[src/rtl/mem_test_initiator.sv]
// Built-in self-test initiator: writes a pattern over an address window, reads it back and checks it.
// Optional request timeout is compiled in with MEMTEST_TIMEOUT_EN.
module mem_test_initiator #(
  parameter int WIDTH      = 8,
  parameter int DEPTH      = 32,
  parameter int ADDR_WIDTH = $clog2(DEPTH),
  parameter int TIMEOUT    = 64
) (
  input  logic                  clk,
  input  logic                  res,
  input  logic                  start,
  input  logic [1:0]            mode,
  input  logic [ADDR_WIDTH-1:0] start_addr,
  input  logic [ADDR_WIDTH:0]   count,
  output logic                  valid,
  output logic                  wr_rd,
  output logic [ADDR_WIDTH-1:0] addr,
  output logic [WIDTH-1:0]      wdata,
  input  logic                  ready,
  input  logic [WIDTH-1:0]      rdata,
  output logic                  busy,
  output logic                  done,
  output logic                  pass,
  output logic [ADDR_WIDTH:0]   err_count,
  output logic [ADDR_WIDTH-1:0] first_err_addr,
  output logic                  timeout
);

  // state | meaning
  // IDLE  | waiting for start; arm_q marks the launch cycle after start
  // WR    | issuing writes (modes 0-2) or the write half of a location (mode 3)
  // GAP   | one idle cycle between the write and read passes
  // RD    | issuing reads and comparing rdata against the expected pattern
  // DONE  | one-cycle completion pulse, status is final
  localparam int CW = ADDR_WIDTH + 1;

  typedef enum logic [2:0] {S_IDLE, S_WR, S_GAP, S_RD, S_DONE} state_t;

  state_t                state_q, state_n;
  logic [1:0]            mode_q;
  logic [ADDR_WIDTH-1:0] base_q;
  logic [CW-1:0]         cnt_q, idx_q, idx_n, cnt_in;
  logic                  arm_q;
  logic                  launch, xfer, last, mismatch, to_hit;
  logic                  valid_n, wr_rd_n, busy_n, done_n;
  logic [ADDR_WIDTH-1:0] addr_n;
  logic [WIDTH-1:0]      wdata_n;
  logic [CW-1:0]         err_n;

  function automatic logic [WIDTH-1:0] pattern(input logic [1:0] m, input logic [ADDR_WIDTH-1:0] a);
    logic [WIDTH-1:0] p;
    p = WIDTH'(a);
    if (m == 2'd1) p = ~p;
    else if (m == 2'd2)
      for (int i = 0; i < WIDTH; i++) p[i] = ((i % 2) == 0) ^ a[0];
    return p;
  endfunction

  function automatic logic [ADDR_WIDTH-1:0] wrap_addr(input logic [ADDR_WIDTH-1:0] b, input logic [CW-1:0] k);
    logic [CW:0] sum;
    sum = (CW+1)'(b) + (CW+1)'(k);
    if (sum >= (CW+1)'(DEPTH)) sum = sum - (CW+1)'(DEPTH);
    return sum[ADDR_WIDTH-1:0];
  endfunction

  assign cnt_in   = (count > CW'(DEPTH)) ? CW'(DEPTH) : count;
  assign launch   = (state_q == S_IDLE) && !arm_q && start;
  assign xfer     = valid && ready;
  assign last     = (idx_q == cnt_q - 1'b1);
  assign mismatch = xfer && (state_q == S_RD) && (rdata != pattern(mode_q, addr));
  assign err_n    = err_count + CW'(mismatch);

`ifdef MEMTEST_TIMEOUT_EN
  localparam int TW = $clog2(TIMEOUT + 1);
  logic [TW-1:0] wait_q;

  // Down-counter of stalled cycles; reloads whenever the request is not stalled.
  always_ff @(posedge clk or negedge res) begin
    if (!res)                wait_q <= TW'(TIMEOUT - 1);
    else if (valid && !ready) begin
      if (wait_q != '0)      wait_q <= wait_q - 1'b1;
    end else                 wait_q <= TW'(TIMEOUT - 1);
  end

  assign to_hit = valid && !ready && (wait_q == '0);
`else
  assign to_hit = 1'b0;
`endif

  always_ff @(posedge clk or negedge res) begin
    if (!res) state_q <= S_IDLE;
    else      state_q <= state_n;
  end

  always_comb begin
    state_n = state_q;
    case (state_q)
      S_IDLE: begin
        if (arm_q)                         state_n = S_WR;
        else if (launch && cnt_in == '0)   state_n = S_DONE;
      end
      S_WR: begin
        if (to_hit)                        state_n = S_DONE;
        else if (xfer) begin
          if (mode_q == 2'd3)              state_n = S_RD;
          else if (last)                   state_n = S_GAP;
        end
      end
      S_GAP:                               state_n = S_RD;
      S_RD: begin
        if (to_hit)                        state_n = S_DONE;
        else if (xfer) begin
          if (last)                        state_n = S_DONE;
          else if (mode_q == 2'd3)         state_n = S_WR;
        end
      end
      S_DONE:                              state_n = S_IDLE;
      default:                             state_n = S_IDLE;
    endcase
  end

  // Next request is computed from the next state so it appears on the completing edge.
  always_comb begin
    idx_n = idx_q;
    if (state_q == S_IDLE) idx_n = '0;
    else if (xfer) begin
      if (state_q == S_WR && mode_q == 2'd3) idx_n = idx_q;
      else if (state_q == S_WR && last)      idx_n = '0;
      else                                   idx_n = idx_q + 1'b1;
    end
    valid_n = 1'b0;
    wr_rd_n = 1'b0;
    addr_n  = '0;
    wdata_n = '0;
    case (state_n)
      S_WR: begin
        valid_n = 1'b1;
        wr_rd_n = 1'b1;
        addr_n  = wrap_addr(base_q, idx_n);
        wdata_n = pattern(mode_q, addr_n);
      end
      S_RD: begin
        valid_n = 1'b1;
        addr_n  = wrap_addr(base_q, idx_n);
      end
      default: ;
    endcase
    busy_n = (state_n == S_WR) || (state_n == S_GAP) || (state_n == S_RD);
    done_n = (state_n == S_DONE);
  end

  always_ff @(posedge clk or negedge res) begin
    if (!res) begin
      valid <= 1'b0;
      wr_rd <= 1'b0;
      addr  <= '0;
      wdata <= '0;
      busy  <= 1'b0;
      done  <= 1'b0;
      idx_q <= '0;
    end else begin
      valid <= valid_n;
      wr_rd <= wr_rd_n;
      addr  <= addr_n;
      wdata <= wdata_n;
      busy  <= busy_n;
      done  <= done_n;
      idx_q <= idx_n;
    end
  end

  always_ff @(posedge clk or negedge res) begin
    if (!res) begin
      mode_q         <= '0;
      base_q         <= '0;
      cnt_q          <= '0;
      arm_q          <= 1'b0;
      err_count      <= '0;
      first_err_addr <= '0;
      pass           <= 1'b0;
      timeout        <= 1'b0;
    end else if (launch) begin
      mode_q         <= mode;
      base_q         <= start_addr;
      cnt_q          <= cnt_in;
      arm_q          <= (cnt_in != '0);
      err_count      <= '0;
      first_err_addr <= '0;
      pass           <= (cnt_in == '0);
      timeout        <= 1'b0;
    end else begin
      arm_q <= 1'b0;
      if (mismatch) begin
        err_count <= err_n;
        if (err_count == '0) first_err_addr <= addr;
      end
      if (to_hit) timeout <= 1'b1;
      if (state_q != S_DONE && state_n == S_DONE)
        pass <= (err_n == '0) && !to_hit;
    end
  end

endmodule

[config.mk]
export PLATFORM = sky130hd
export DESIGN_NAME = mem_test_initiator
export DESIGN_NICKNAME = d
export VERILOG_FILES = /design/src/rtl/mem_test_initiator.sv
export SDC_FILE = /design/constraint.sdc
export NUM_CORES = 1
export LEC_CHECK = 0
export CORE_AREA = 8 8 87 89
export CTS_CLUSTER_SIZE = 14
export DETAILED_ROUTE_END_ITERATION = 7
export DIE_AREA = 0 0 95 97
export GPL_TIMING_DRIVEN = 0
export PLACE_DENSITY = 0.74
export SLEW_MARGIN = 25
export SYNTH_ARGS = -nofsm -noshare
export SYNTH_HDL_FRONTEND = slang
export SYNTH_SLANG_ARGS = --single-unit
export TNS_END_PERCENT = 100
[constraint.sdc]
create_clock -name clk -period 9.59 [get_ports clk]
set_input_delay 0.959 -clock clk [delete_from_list [all_inputs] [get_ports clk]]
set_output_delay 0.959 -clock clk [all_outputs]
set_load 0.03 [all_outputs]
==> flow_summary.toml, run 1 <==
[run_status]
status = "finished clean"

[sta]
timing.fmax_mhz = 249
rsz0062_at_grt = "no"
setup_violations = 0
slew_viol_final = 0
fin_crit_ns = 4.02
period_share_pct = 41.9
fin_worst_skew_ns = 0.00313
worstMarginPinSlew_ns = 0.708
finalHoldViolCount = 0
relSlewSlack_pct = 52.8
finalSetupTns_ns = 0

[floorplanning]
start_util_pct = 48.7
dieArea_sq_mm = 0.00922
fp.dieW_um = 95
die_y_um = 97
io_pins = 55
num_rows = 29
core_area_sq_mm = 0.00620

[cells_and_area]
final_common_cell = "clkdlybuf4s50_1"
final_cell_mix = "52 x clkdlybuf4s50_1, 51 x dfrtp_1, 28 x nor2_1, 28 x nand2_1"
syn2layout_area_growth_pct = 23.6
drive_above_1_share_pct = 9.09
finalNetCount = 412
num_antenna_cells = 0

[setup_path]
worst_r2r_startpoint = "mode_q[0]$_DFFE_PN0P_"
crit_path_start = "ready"
timing.rr.end = "pass$_DFFE_PN0P_"
cp.arrival_ns = 4.20
crit_path_max_fanout = 6
worst-r2r-setup-slack_ns = 5.62
critPathLaunchType = "input port"
critical_path_class = "input port to flip-flop"
worstRegToRegCells = 18
required_ns = 9.77
end_kind = "flip-flop"

[detailed_routing]
wl_per_cell_um = 14.7
first_pass_iters = 4
viasPerCell = 5.25
via_count = 2369
remaining_drc_errors = 0
totalWireLength_mm = 6.62
drt-initial-drc-count = 106
drtAntennaViolNets = 0

[synthesis]
syn_area_per_cell_sq_um = 9.62
syn_nets = 352
yosysSeqAreaShare_pct = 42.2
syn_inst = 314
ys_warn_count = 0
ys.flop_type = "dfrtp_1"
syn_area_sq_mm = 0.00302
yosysUniqueCellTypes = 56
ys_async_sr_fraction_pct = 100
ys_seq_elements = 51
synth_edf_count = 0

[global_routing]
grt-ovfl-total = 0
grt_max_degree = 52
antenna_found_initial = 0
grt_usage_pct = 15.4
grt_pass1_vias = 2425
grt_pass1_wl_mm = 11.4

[cts]
cts_setup_buffers = 0
holdBufCountCts = 0
cts_root_buffer = "clkbuf_8"
clkSinkCount = 51
max-clock-path-buffers = 2
cts_tree = "done"
path_clk_slew_ns = 0.09
htree_num_levels = 2
ctsResizeCount = 0
cts_buffers = 5
clk_latency_ns = 0.31

[place]
gp_congestion = 0.804
hpwl_mm = 5.02
port_buffers = 53

[worst_hold_path]
hold_path_class = "flip-flop to flip-flop"
hold_path_end = "base_q[3]$_DFFE_PN0P_"
holdPathStages = 1
hold_start = "base_q[3]$_DFFE_PN0P_"

[power]
max-vdd-ir-drop_v = 0.000251
power_leakage_nw = 1.65
power_density_mw_per_mm2 = 322
power_mw = 1.20

[job]
max-cap-violations = 0
==> synth_stat cells, types with 8 or more instances <==
cell type,instances,share of area (%)
a21oi_1,14,2.3
nor2_1,28,3.5
mux2i_1,12,4.0
nand3_1,10,1.7
ha_1,12,5.0
o21ai_0,13,2.2
mux2_2,8,3.0
nand2b_1,11,2.3
xor2_1,12,3.5
xnor2_1,15,4.3
dfrtp_1,51,42
nand2_1,28,3.5
inv_1,15,1.9
==> routing by layer <==
layer | vias up | wire (um) | GRT usage (%)
met2 | 58 | 3160 | 25.1
met5 | - | 0 | 0
li1 | 1190 | - | -
met4 | 0 | 104 | 4.33
met3 | 9 | 396 | 4.71
met1 | 1112 | 2960 | 19.0
==> final cells by class <==
type	instances	area (sq um)
inverter	17	63.8
multi-input combinational	235	1620
buffer	11	66.3
timing repair buffer	53	528
fill	558	2470
sequential	51	1280
clock inverter	1	5.00
tap	77	96.3
clock buffer	6	82.6
==> state kept, by name (all words and copies together), names as in the netlist, 2 cells and up <==
name / flops
first_err_addr: 5
base_q: 5
mode_q: 2
wdata: 7
state_q: 3
idx_q: 6
cnt_q: 6
addr: 5
err_count: 6
==> how the worst max path moves through the flow <==
stage               depth (start not counted)  slack [ns]            endpoint
finish                                     15        5.57  wdata[4]$_DFF_PN0_
global route                               15        5.22  wdata[4]$_DFF_PN0_
CTS                                        15        5.57  wdata[4]$_DFF_PN0_
detailed placement                         15        5.25  wdata[4]$_DFF_PN0_
global placement                           15        5.29  wdata[4]$_DFF_PN0_
floorplan                                  14        6.11  wdata[4]$_DFF_PN0_
==> stage by stage <==
stage | setup slack, ns | instance area [sq um] | hold WS [ns] | instances | utilization, %
6_report | 5.57 | 3730 | 0.519 | 451 | 60.2
2_1_floorplan | 6.11 | 3020 | 0.486 | 314 | -
3_5_place_dp | 5.25 | 3650 | 0.505 | 444 | 58.8
3_3_place_gp | 5.29 | 3650 | 0.499 | 444 | 58.8
4_1_cts | 5.57 | 3730 | 0.525 | 451 | 60.2
5_1_grt | 5.22 | 3730 | 0.540 | 451 | 60.2
==> logic make-up (layout without fill, tap and decap cells) <==
logic type | count (synthesis) | in the layout | share of synthesized area, %
AND/OR/NAND/NOR | 119 | 119 | 20.9
other | 1 | 1 | 0.124
flip-flops | 51 | 51 | 42.2
multiplexers | 20 | 20 | 6.96
AO/OA/AOI/OAI | 54 | 54 | 11.5
buffers and inverters | 28 | 88 | 4.31
adder cells (fa/ha/maj) | 13 | 13 | 5.63
XOR/XNOR | 28 | 28 | 8.36
==> worst max-delay path: stages <==
cell	delay, ns
clkdlybuf4s50_1	0.50
nand2_1	0.07
a31oi_1	0.39
a21oi_1	0.12
a211oi_1	0.30
ha_1	0.23
inv_1	0.05
fa_1	0.39
nand2b_1	0.16
a21oi_1	0.18
xor2_1	0.33
xor2_1	0.21
nor3_1	0.06
a21oi_1	0.15
a21oi_1	0.07
==> where the power goes <==
part	switching, mW	internal (mW)	total, mW
Clock	0.0685	0.0567	0.125
Combinational	0.397	0.323	0.719
Sequential	0.0657	0.293	0.359
Total	0.531	0.673	1.20
Power figures use the tool's default switching activity.
==> run 2: changes to the inputs <==
Settings changed: CORE_AREA 8 8 87 89 to 8 8 89 91, DIE_AREA 0 0 95 97 to 0 0 97 99.
Clock period 9.59 ns to 3.4 ns, I/O delays scaled along.
==> run 2 against run 1 <==
The flow now finishes with violations (setup timing). Critical path depth up 3. Routed wire length up 8.7%. Power rose to 3.1 times the previous value. Clock-buffer cell count up 1. Die area up 4.2%. Largest cell class unchanged.
==> flow_summary.toml, run 2 (synthesis gave the netlist of run 1 again) <==
[run_status]
status = "finished with violations"
violations = "setup timing"

[setup_path]
worst-r2r-setup-slack_ns = -0.06
crit_path_max_fanout = 4
worstRegToRegCells = 18
required_ns = 3.57
cp.arrival_ns = 3.63
worst_r2r_startpoint = "cnt_q[0]$_DFFE_PN0P_"
end_kind = "flip-flop"
timing.rr.end = "wdata[4]$_DFF_PN0_"
critPathLaunchType = "flip-flop"
critical_path_class = "flip-flop to flip-flop"

[sta]
fin_crit_ns = 3.46
timing.fmax_mhz = 289
worst_slack_ns = -0.0616
holdWs_ns = 0.0490
relSlewSlack_pct = 53.0
slew_viol_final = 0
finalSetupTns_ns = -0.0616
finalHoldViolCount = 0
period_share_pct = 102
rsz0062_at_grt = "yes"
setup_violations = 1
fin_worst_skew_ns = 0.00453
worstMarginPinSlew_ns = 0.705

[detailed_routing]
first_pass_iters = 4
viasPerCell = 5.24
remaining_drc_errors = 0
drtAntennaViolNets = 0
wl_per_cell_um = 15.4
drt-initial-drc-count = 145
totalWireLength_mm = 7.20
via_count = 2453

[floorplanning]
core_area_sq_mm = 0.00657
fp.dieW_um = 97
num_rows = 30
io_pins = 55
die_y_um = 99
start_util_pct = 46.0
dieArea_sq_mm = 0.00960

[cells_and_area]
fillers = 542
syn2layout_area_growth_pct = 32.9
final_common_cell = "clkdlybuf4s50_1"
drive_above_1_share_pct = 19.6
num_antenna_cells = 0
stdcell_area_sq_mm = 0.00402
fin_cells = 468
register_area_sq_mm = 0.00128
largest_reg_flops = 7
largest-register = "wdata"
multi_input_area_sq_mm = 0.00178
final_cell_mix = "52 x clkdlybuf4s50_1, 51 x dfrtp_1, 27 x nand2_1, 25 x nor2_1, 17 x buf_4"
finalNetCount = 425

[global_routing]
grt_max_degree = 52
grt_pass1_wl_mm = 12.2
grt_usage_pct = 15.0
antenna_found_initial = 0
grt_pass1_vias = 2551
grt-ovfl-total = 0

[place]
gp_congestion = 0.822
place_ws_ns = -0.461
dpl-instance-area_sq_mm = 0.00368
port_buffers = 53
hpwl_mm = 5.12
dp.cells = 447

[cts]
cts_root_buffer = "clkbuf_8"
holdBufCountCts = 0
cts_buffers = 5
clkSinkCount = 51
clk_latency_ns = 0.30
htree_num_levels = 2
path_clk_slew_ns = 0.09
cts_tree = "done"
max-clock-path-buffers = 2

[job]
max-cap-violations = 0

[power]
power_leakage_nw = 1.74
power_density_mw_per_mm2 = 919
max-vdd-ir-drop_v = 0.000554

[worst_hold_path]
hold_path_class = "input port to async pin"
## run 2: cell types whose count changed in the layout (fill, tap and decap cells not counted), moves of 3 or more
cell | previous run | this run
a21oi_2 | 2 | 5
ha_1 | 12 | 7
nor2_1 | 28 | 25
ha_2 | 0 | 4
a21oi_1 | 14 | 10
buf_4 | 3 | 17
xor2_1 | 12 | 9
## run 2: layout make-up
type | instances | share of cell area [%]
buffer | 10 | 1.90
timing repair buffer | 67 | 15.8
multi-input combinational | 235 | 44.4
tap | 80 | 2.49
clock inverter | 1 | 0.125
clock buffer | 7 | 1.90
sequential | 51 | 31.8
inverter | 17 | 1.62
## run 2: per-layer routing
| layer | GRT usage, % | vias to the layer above | wire (um) |
|---|---|---|---|
| li1 | - | 1213 | - |
| met2 | 26.0 | 50 | 3720 |
| met4 | 3.79 | 0 | 61 |
| met5 | 0 | - | 0 |
| met3 | 3.43 | 6 | 272 |
| met1 | 18.3 | 1184 | 3150 |
## run 2: repair_timing
item / 4_1_cts / 5_1_grt
resized for setup: 23 / 14
pin swaps: 9 / 8
buffers inserted: 10 / 4
endpoints found under the setup margin: 6 / 3
## run 2: power breakdown
group	leakage, nW	total (mW)	switching, mW	internal, mW
Sequential	0.652	1.01	0.187	0.827
Combinational	1.05	2.34	1.26	1.08
Clock	0.0422	0.340	0.195	0.145
Total	1.74	3.69	1.64	2.05
## run 2: worst max path at each step
stage | end | start | depth (start not counted)
2_1_floorplan | wdata[4]$_DFF_PN0_ | cnt_q[0]$_DFFE_PN0P_ | 20
3_3_place_gp | wdata[4]$_DFF_PN0_ | cnt_q[0]$_DFFE_PN0P_ | 18
3_5_place_dp | wdata[4]$_DFF_PN0_ | cnt_q[0]$_DFFE_PN0P_ | 20
4_1_cts | wdata[4]$_DFF_PN0_ | cnt_q[0]$_DFFE_PN0P_ | 19
5_1_grt | wdata[4]$_DFF_PN0_ | cnt_q[0]$_DFFE_PN0P_ | 19
6_report | wdata[4]$_DFF_PN0_ | cnt_q[0]$_DFFE_PN0P_ | 18
## run 2: stage by stage
step	power (mW)	utilization [%]
5_1_grt	3.96	61.1
3_3_place_gp	3.07	56.1
2_1_floorplan	2.55	-
6_report	3.69	61.1
3_5_place_dp	3.12	56.1
4_1_cts	3.62	59.6
## run 2: worst max-delay path, stage by stage, from the launching register on
cell,delay [ns]
dfrtp_1,0.41
buf_4,0.17
nor3_2,0.21
nand3_1,0.09
nor4b_2,0.17
and2_4,0.18
nand2_2,0.08
a21oi_2,0.06
a211oi_2,0.28
ha_2,0.24
inv_2,0.04
fa_2,0.35
nand2b_4,0.16
a21oi_4,0.19
xor2_4,0.23
xor2_1,0.17
a21oi_1,0.11
a21oi_2,0.13
a21oi_2,0.08
==> run 3: changes to the inputs <==
Settings changed: RECOVER_POWER set to 50.
==> run 3 against run 2 <==
The flow finishes with violations (capacitance limit, slew limit, setup timing). Non-clock buffer count is the same. Clock-buffer cell count stayed put. Core utilization decreased by 0.057 points. Die area did not move. Critical endpoint unchanged. Global-route usage unchanged. First-iteration DRC count up 3.4%. Via count is 0.61% higher.
==> flow_summary.toml, run 3 (synthesis gave the netlist of run 1 again) <==
[run_status]
status = "finished with violations"
violations = "capacitance limit, slew limit, setup timing"

[sta]
period_share_pct = 102
worst_slack_ns = -0.0661
relSlewSlack_pct = -80.5
setup_violations = 1
fin_crit_ns = 3.47
worstMarginPinSlew_ns = 2.71
timing.fmax_mhz = 289
fin_worst_skew_ns = 0.00506
finalHoldViolCount = 0
rsz0062_at_grt = "yes"
holdWs_ns = 0.523
slew_viol_final = 52

[floorplanning]
num_rows = 30
io_pins = 55
start_util_pct = 46.0
fp.dieW_um = 97
dieArea_sq_mm = 0.00960
core_area_sq_mm = 0.00657
die_y_um = 99

[cells_and_area]
largest_reg_flops = 7
largest-register = "wdata"
num_antenna_cells = 0
final_cell_mix = "51 x dfrtp_1, 43 x clkdlybuf4s50_1, 27 x nand2_1, 25 x nor2_1, 16 x buf_4"
fin_cells = 468
final_common_cell = "dfrtp_1"
syn2layout_area_growth_pct = 32.8
finalNetCount = 425
drive_above_1_share_pct = 19.3
stdcell_area_sq_mm = 0.00401

[cts]
clkSinkCount = 51
cts_root_buffer = "clkbuf_8"
cts_tree = "done"
holdBufCountCts = 0
max-clock-path-buffers = 2
clk_latency_ns = 0.30
cts_buffers = 5
path_clk_slew_ns = 0.09
htree_num_levels = 2

[detailed_routing]
via_count = 2468
drt-initial-drc-count = 150
remaining_drc_errors = 0
first_pass_iters = 4
drtAntennaViolNets = 0
viasPerCell = 5.27
wl_per_cell_um = 15.4
totalWireLength_mm = 7.19

[place]
dp.cells = 447
hpwl_mm = 5.12
gp_congestion = 0.822
place_ws_ns = -0.461
port_buffers = 53
dpl-instance-area_sq_mm = 0.00368

[power]
power_density_mw_per_mm2 = 916
max-vdd-ir-drop_v = 0.000545
power_leakage_nw = 1.75

[setup_path]
crit_path_max_fanout = 4
cp.arrival_ns = 3.64
critical_path_class = "flip-flop to flip-flop"
required_ns = 3.57
worst_r2r_startpoint = "cnt_q[0]$_DFFE_PN0P_"
crit_path_start = "cnt_q[0]$_DFFE_PN0P_"
critPathLaunchType = "flip-flop"
end_kind = "flip-flop"

[job]
max-cap-violations = 1

[global_routing]
grt_pass1_wl_mm = 12.2
grt_pass1_vias = 2551
grt-ovfl-total = 0
grt_usage_pct = 15.0
antenna_found_initial = 0
grt_max_degree = 52

[worst_hold_path]
hold_start = "base_q[0]$_DFFE_PN0P_"
hold_path_class = "flip-flop to flip-flop"
==> run 3: what timing repair did <==
| action | in CTS | in global routing |
|---|---|---|
| gates resized for setup | 23 | 14 |
| setup buffers | 10 | 4 |
| endpoints found under the setup margin | 6 | 3 |
| hold endpoints to repair | 0 | 0 |
| pin swaps | 9 | 8 |
==> run 3: layer usage <==
metal	GRT usage [%]	part of all wire (%)	up-vias
met5	0	0	-
li1	-	-	1213
met3	3.43	4.0	5
met1	18.3	43	1197
met4	3.79	0.90	0
met2	26.0	52	53
==> run 3: through the flow <==
| step | TNS [ns] | util [%] | power [mW] |
|---|---|---|---|
| 5_1_grt | -0.489 | 61.1 | 3.95 |
| 6_report | -0.0661 | 61.1 | 3.68 |
| 2_1_floorplan | -0.0146 | - | 2.55 |
| 3_3_place_gp | -1.04 | 56.1 | 3.07 |
| 4_1_cts | -0.0821 | 59.6 | 3.62 |
| 3_5_place_dp | -1.31 | 56.1 | 3.12 |
==> run 3: worst paths after layout <==
path | endpoint | slack [ns] | depth (start not counted)
max in group asynchronous | wdata[3]$_DFF_PN0_ | 0.98 | 1
min reg2reg | base_q[0]$_DFFE_PN0P_ | 0.52 | 1
min in group asynchronous | err_count[3]$_DFFE_PN0P_ | 0.88 | 1
max | wdata[4]$_DFF_PN0_ | -0.07 | 18
max reg2reg | wdata[4]$_DFF_PN0_ | -0.07 | 18
min | base_q[0]$_DFFE_PN0P_ | 0.52 | 1
==> run 3: critical path, cell delays in order, from the launching register on <==
cell      delay (ns)
dfrtp_1         0.41
buf_4           0.17
nor3_2          0.21
nand3_1         0.09
nor4b_2         0.17
and2_4          0.18
nand2_2         0.08
a21oi_2         0.06
a211oi_2        0.28
ha_2            0.23
inv_2           0.04
fa_2            0.35
nand2b_4        0.16
a21oi_4         0.18
xor2_4          0.23
xor2_1          0.17
a21oi_1         0.11
a21oi_2         0.13
a21oi_2         0.08
==> run 3: cell type report <==
type                    count  area (sq um)
clock buffers               7          76.3
plain buffers              10          76.3
multi-input cells         235          1780
repair buffers             67           629
fillers                   544          2560
clock inverters             1          5.00
flip-flops and latches     51          1280
inverters                  17          65.1
well taps                  80           100
==> run 3: power breakdown <==
part	internal, mW	switching (mW)	leakage, nW	total (mW)
clock	0.145	0.196	0.0422	0.341
combinational	1.06	1.26	1.05	2.32
sequential	0.827	0.184	0.652	1.01
